<file path="src/rtl/hazard_scheduler_pkg.sv">
// hazard_scheduler_pkg: opcodes, instruction fields, forwarding encodings and FSM states for the scheduler
package hazard_scheduler_pkg;
  localparam int OPC_HI = 23;
  localparam int OPC_LO = 19;
  localparam int RD_HI = 18;
  localparam int RD_LO = 16;
  localparam int RA_HI = 15;
  localparam int RA_LO = 13;
  localparam int RB_HI = 12;
  localparam int RB_LO = 10;
  localparam logic [4:0] OP_NOP = 5'b00000;
  localparam logic [4:0] OP_LOAD = 5'b10100;
  localparam logic [4:0] OP_STORE = 5'b10101;
  localparam logic [4:0] OP_JUMP = 5'b10001;
  localparam logic [4:0] OP_HALT = 5'b11110;
  localparam logic [1:0] FWD_RF = 2'b00;
  localparam logic [1:0] FWD_EXMEM = 2'b01;
  localparam logic [1:0] FWD_MEMWB = 2'b10;
  typedef enum logic [1:0] {S_RUN, S_JFLUSH, S_HALT} state_t;
  typedef struct packed {
    logic [4:0] op;
    logic [2:0] rd;
    logic [2:0] ra;
    logic [2:0] rb;
  } ins_f_t;
  function automatic logic writes_rd(input logic [4:0] op);
    return !(op == OP_NOP || op == OP_STORE || op == OP_JUMP || op == OP_HALT);
  endfunction
  function automatic logic reads_src(input logic [4:0] op);
    return !(op == OP_NOP || op == OP_JUMP || op == OP_HALT);
  endfunction
  // a matching load in EX always stalls, so it never reaches this choice as a live source
  function automatic logic [1:0] fwd_pick(input logic ex_hit, input logic ex_load, input logic mem_hit);
    return (ex_hit && !ex_load) ? FWD_EXMEM : mem_hit ? FWD_MEMWB : FWD_RF;
  endfunction
endpackage

</file>
<file path="src/rtl/hazard_scheduler_tracker.sv">
// hazard_tracker: EX/MEM/WB destination shift registers with source-register match outputs
module hazard_tracker
  import hazard_scheduler_pkg::*;
(
  input  logic       clk,
  input  logic       reset,
  input  logic       i_valid,
  input  logic [2:0] i_rd,
  input  logic       i_is_load,
  input  logic [2:0] i_src_a,
  input  logic [2:0] i_src_b,
  output logic       o_ex_hit_a,
  output logic       o_ex_hit_b,
  output logic       o_mem_hit_a,
  output logic       o_mem_hit_b,
  output logic       o_ex_load,
  output logic       o_empty
);
  // r_v[0]=EX, r_v[1]=MEM, r_v[2]=WB; only writers are marked valid
  logic [2:0] r_v;
  logic [2:0] r_rd_ex;
  logic [2:0] r_rd_mem;
  logic       r_ld_ex;
  always_ff @(posedge clk) begin
    if (reset) begin
      r_v <= '0;
      r_rd_ex <= '0;
      r_rd_mem <= '0;
      r_ld_ex <= 1'b0;
    end else begin
      r_v <= {r_v[1:0], i_valid};
      r_rd_ex <= i_rd;
      r_rd_mem <= r_rd_ex;
      r_ld_ex <= i_is_load;
    end
  end
  assign o_ex_hit_a = r_v[0] && i_src_a != 3'd0 && r_rd_ex == i_src_a;
  assign o_ex_hit_b = r_v[0] && i_src_b != 3'd0 && r_rd_ex == i_src_b;
  assign o_mem_hit_a = r_v[1] && i_src_a != 3'd0 && r_rd_mem == i_src_a;
  assign o_mem_hit_b = r_v[1] && i_src_b != 3'd0 && r_rd_mem == i_src_b;
  assign o_ex_load = r_v[0] && r_ld_ex;
  assign o_empty = ~|r_v;
endmodule

</file>
<file path="src/rtl/hazard_scheduler.sv">
// hazard_scheduler: load-use stall, jump flush, halt freeze and EX forwarding selects for the 5-stage pipe
module hazard_scheduler
  import hazard_scheduler_pkg::*;
(
  input  logic        clk,
  input  logic        reset,
  input  logic [23:0] ins,
  input  logic        ins_valid,
  output logic        stall,
  output logic        stall_pm,
  output logic        flush,
  output logic [1:0]  fwd_a_sel,
  output logic [1:0]  fwd_b_sel,
  output logic        halted
);
  state_t r_state, w_next;
  ins_f_t w_f;
  logic [1:0] r_fwd_a, r_fwd_b;
  logic w_unused;
  logic w_reads, w_adv, w_hazard;
  logic [2:0] w_src_a, w_src_b;
  logic w_ex_hit_a, w_ex_hit_b, w_mem_hit_a, w_mem_hit_b, w_ex_load, w_empty;
  assign w_f = ins_f_t'(ins[OPC_HI:RB_LO]);
  assign w_unused = ^ins[RB_LO-1:0];
  // r0 doubles as "no source", so non-reading slots can never match
  assign w_reads = ins_valid && reads_src(w_f.op);
  assign w_src_a = w_reads ? w_f.ra : 3'd0;
  assign w_src_b = w_reads ? w_f.rb : 3'd0;
  assign w_hazard = r_state == S_RUN && w_ex_load && (w_ex_hit_a || w_ex_hit_b);
  assign w_adv = r_state == S_RUN && !w_hazard && ins_valid;
  hazard_tracker u_trk (
    .clk        (clk),
    .reset      (reset),
    .i_valid    (w_adv && writes_rd(w_f.op)),
    .i_rd       (w_f.rd),
    .i_is_load  (w_f.op == OP_LOAD),
    .i_src_a    (w_src_a),
    .i_src_b    (w_src_b),
    .o_ex_hit_a (w_ex_hit_a),
    .o_ex_hit_b (w_ex_hit_b),
    .o_mem_hit_a(w_mem_hit_a),
    .o_mem_hit_b(w_mem_hit_b),
    .o_ex_load  (w_ex_load),
    .o_empty    (w_empty)
  );
  always_ff @(posedge clk) begin
    if (reset) begin
      r_state <= S_RUN;
      r_fwd_a <= FWD_RF;
      r_fwd_b <= FWD_RF;
    end else begin
      r_state <= w_next;
      r_fwd_a <= w_adv ? fwd_pick(w_ex_hit_a, w_ex_load, w_mem_hit_a) : FWD_RF;
      r_fwd_b <= w_adv ? fwd_pick(w_ex_hit_b, w_ex_load, w_mem_hit_b) : FWD_RF;
    end
  end
  always_comb begin
    w_next = r_state == S_JFLUSH ? S_RUN :
             (w_adv && w_f.op == OP_JUMP) ? S_JFLUSH :
             (w_adv && w_f.op == OP_HALT) ? S_HALT : r_state;
    stall = w_hazard || r_state == S_HALT;
    stall_pm = w_hazard || r_state == S_HALT;
    flush = r_state == S_JFLUSH;
    halted = r_state == S_HALT && w_empty;
  end
  assign fwd_a_sel = r_fwd_a;
  assign fwd_b_sel = r_fwd_b;
endmodule

</file>
<file path="config.mk">
export PLATFORM = sky130hd
export DESIGN_NAME = hazard_scheduler
export DESIGN_NICKNAME = d
export VERILOG_FILES = /design/src/rtl/hazard_scheduler_pkg.sv /design/src/rtl/hazard_scheduler_tracker.sv /design/src/rtl/hazard_scheduler.sv
export SDC_FILE = /design/constraint.sdc
export NUM_CORES = 1
export LEC_CHECK = 0
export CAP_MARGIN = 20
export CORE_MARGIN = 4
export CORE_UTILIZATION = 46
export CTS_BUF_LIST = sky130_fd_sc_hd__clkbuf_8
export DETAILED_ROUTE_END_ITERATION = 8
export PLACE_DENSITY = 0.95
export RECOVER_POWER = 50
export SLEW_MARGIN = 20
export SYNTH_ARGS = -nofsm -noshare
export SYNTH_HDL_FRONTEND = slang
export SYNTH_SLANG_ARGS = --single-unit
export TNS_END_PERCENT = 30
</file>
<file path="constraint.sdc">
create_clock -name clk -period 6.15 [get_ports clk]
set_clock_uncertainty 0.15 [all_clocks]
set_input_delay 1.845 -clock clk [delete_from_list [all_inputs] [get_ports clk]]
set_output_delay 1.845 -clock clk [all_outputs]
set_load 0.03 [all_outputs]
</file>
==> metrics.md <==
| Metric | Value |
|---|---|
| Status | `finished, final reports clean` |
| Worst Tran Pin Value | `0.442 ns` |
| Die X | `49.6 µm` |
| Initial antenna violation count | `0` |
| Hold-fix buffers, CTS | `0` |
| FF-to-FF path depth | `5` |
| Post-synthesis compound-gate area fraction | `0.134` |
| Gr ovfl total | `0` |
| Reg-to-Reg Start | `r_state[1]$_SDFFE_PP0P_` |
| Total Wirelength | `1890 µm` |
| Drt wl/cell | `13.8 µm` |
| DR iter-0 viols | `16` |
| Crit path time final | `5.74 ns` |
| Post CTS Setup Buffer Count | `0` |
| Area delta synth->final | `40.2%` |
| Placed Instances | `133` |
| Worst path max stage delay | `0.59 ns` |
| Antenna cell count | `0` |
| Crit-path slowest cell | `dlygate4sd3_1` |
| Antenna-violating nets left | `0` |
| Yosys cell types | `30` |
| Yosys reg bits | `16` |
| Crit path DAT | `3.74 ns` |
| Cell Area, Synth | `795 µm²` |
| Hpwl dp | `1450 µm` |
| H-tree level count | `1` |
| Reg-to-reg endpoint | `fwd_b_sel[1]$_SDFF_PP0_` |
| Die Area | `2460 µm²` |
| Setup crit start kind | `primary input` |
| Final Hold Viols | `0` |
| Total GRT Usage | `0.172` |
| Lkg Pwr | `0.459 nW` |
| Vias in the first global route | `737` |
| Syn avg cell area | `8.54 µm²` |
| Worst hold path type | `flip-flop to flip-flop` |
| Critical Path Start | `ins[20]` |
| Flop-to-flop setup slack | `4.39 ns` |
| Hold Path End | `u_trk.r_v[2]$_SDFF_PP0_` |
| Headroom to the max-slew limit | `0.704` |
| Hold path cells | `2` |
| Critical path required time | `4.16 ns` |
| Core ar. | `1580 µm²` |
| Commonest cells post-synth | `16 x dfxtp_1, 14 x nor2_1, 7 x xor2_1` |
| Area leader, netlist | `dfxtp_1` |
| Routed vias | `782` |
| CTS Root Cell | `clkbuf_8` |
| XOR/XNOR share of the synthesized area | `0.0992` |
| Layout Cells excl Fill | `137` |
| Number of vias per cell | `5.71` |
| P per Cell Area | `213 nW/µm²` |
| Cell with the most instances after synthesis | `dfxtp_1` |
| Peak supply drop | `0.000173 V` |
| Ys async rst share | `0` |
| RSZ-0062 raised after global routing | `no` |
| Pwr Total | `0.237 mW` |
| Die span in y | `49.6 µm` |
| Post-Syn Instances | `93` |
| DP Worst Slack | `0.170 ns` |
| PortBufs | `24` |
| Worst hold path startpoint | `u_trk.r_v[1]$_SDFF_PP0_` |
| Synth Area in Adders | `0` |
| Clock Latency Late Sink | `0.25 ns` |
| Hold slack | `0.329 ns` |
| Simple-gate share of the synthesized area | `0.331` |
| Fraction of layout instances using a drive strength above 1 | `0.0992` |
| Setup violators final | `0` |
| Synth top area share | `0.403` |
| Initial Utilization | `0.504` |
| Final TNS setup | `0 ns` |
| Drt drc | `0` |
| Row count | `14` |
| Post-synthesis mux area share | `0` |
| First-pass GRT wire length | `3230 µm` |
| Final WS setup | `0.414 ns` |
| CTS sink cnt | `16` |
| Worst-path fanout max | `6` |
| Dominant cells by area after synthesis | `dfxtp_1 40%, xor2_1 7.7%, nor2_1 6.6%` |
| Syn nets | `120` |
| CP Capture Type | `primary output` |
| Number of CTS-inserted buffers | `3` |
| Pin count of the biggest net entering global routing | `13` |
| Worst-path clk slew | `0.06 ns` |
| Gpl congestion | `0.833` |
| Clock buffer depth | `2` |
| Sequential element share of the synthesized area | `0.403` |
| Tcrit/Tclk final | `0.933` |
| Max_cap viols | `0` |
| Final nets | `149` |
| Achievable Freq | `174 MHz` |
| Ys flop type | `dfxtp_1` |
| Critical path cell sequence | `dlygate4sd3_1 -> or3_1 -> o221ai_2 -> a211o_2 -> nand2_1 -> dlymetal6s2s_1` |
| CTS tree | `built` |
| Initial DRT Pass Iterations | `4` |
| EDFF count, synth | `0` |
| Yosys warnings | `0` |
| I/O pins | `35` |
| Fin. max-slew vios | `0` |
| Main combinational cell family by area after synthesis | `simple AND/OR/NAND/NOR gates` |
| Critical path class | `primary input to primary output` |
[metrics by stage]
| step | utilization | instance area [µm²] |
|---|---|---|
| floorplan | - | 795 |
| global placement | 0.671 | 1060 |
| detailed placement | 0.671 | 1060 |
| CTS | 0.706 | 1110 |
| global route | 0.706 | 1110 |
| finish | 0.706 | 1110 |
[critical path, delay by kind of cell]
family          cells  cell delay [ns]
buf+inv             2             0.83
simple gates        2             0.51
compound gates      2             0.56
[cell type report]
cell class / instances / area, µm²
fill: 124 / 463
multi-input combinational: 71 / 443
sequential: 16 / 320
timing repair buffer: 26 / 260
clock buffer: 4 / 55.1
tap: 16 / 20.0
inverter: 4 / 15.0
[cell families (layout without fill, tap and decap cells)]
| kind of cell | count (synthesis) | in the layout |
|---|---|---|
| xor gates and xnor gates | 9 | 9 |
| AOI/OAI and AO/OA | 13 | 13 |
| buffers and inverters | 6 | 34 |
| DFF | 16 | 16 |
| and+or+nand+nor | 49 | 49 |
[repair_timing]
action                     CTS  global route
hold endpoints to repair     0             0
setup endpoints to repair    0             2
gates resized for setup      0             2
[worst max path at each step]
stage / slack, ns / end
after floorplan: 1.01 / stall_pm
after global placement: 0.24 / stall
after detailed placement: 0.17 / stall
after CTS: 0.13 / stall
after global routing: 0.30 / stall
final: 0.41 / stall
[state kept, by name, summed over array words and instances (netlist names)]
signal	cells
fwd_b_sel	2
u_trk.r_ld_ex	1
fwd_a_sel	2
u_trk.r_v	3
u_trk.r_rd_ex	3
u_trk.r_rd_mem	3
r_state	2
[metal layers]
| metal | up-vias | wire [µm] | track usage |
|---|---|---|---|
| met2 | 25 | 923 | 0.300 |
| met1 | 360 | 814 | 0.186 |
| li1 | 389 | - | - |
| met3 | 8 | 94 | 0.0482 |
| met4 | 0 | 58 | 0.0922 |
| met5 | - | 0 | 0 |
[where the power goes]
part           switching [mW]  internal, mW
registers             0.00310         0.107
logic                  0.0155        0.0179
clock network          0.0374        0.0569
[cell usage in the layout (no fill, tap or decap), drive strengths merged]
cell type,count
nand3b,1
o32ai,1
dlygate4sd3,3
a211o,2
nor3b,1
nor3,6
a2111oi,1
or2,2
o21ai,3
nor4,5
nand2,6
inv,4
clkbuf,4
and4b,1
nand3,2
buf,2
dfxtp,16
or3,4
clkdlybuf4s50,19
a31oi,1
xor2,7
and3,1
xnor2,2
nor2,14
nor2b,6
dlymetal6s2s,2
o2111ai,1
o221ai,1
a21oi,3
(Power assumes the default switching activity.)
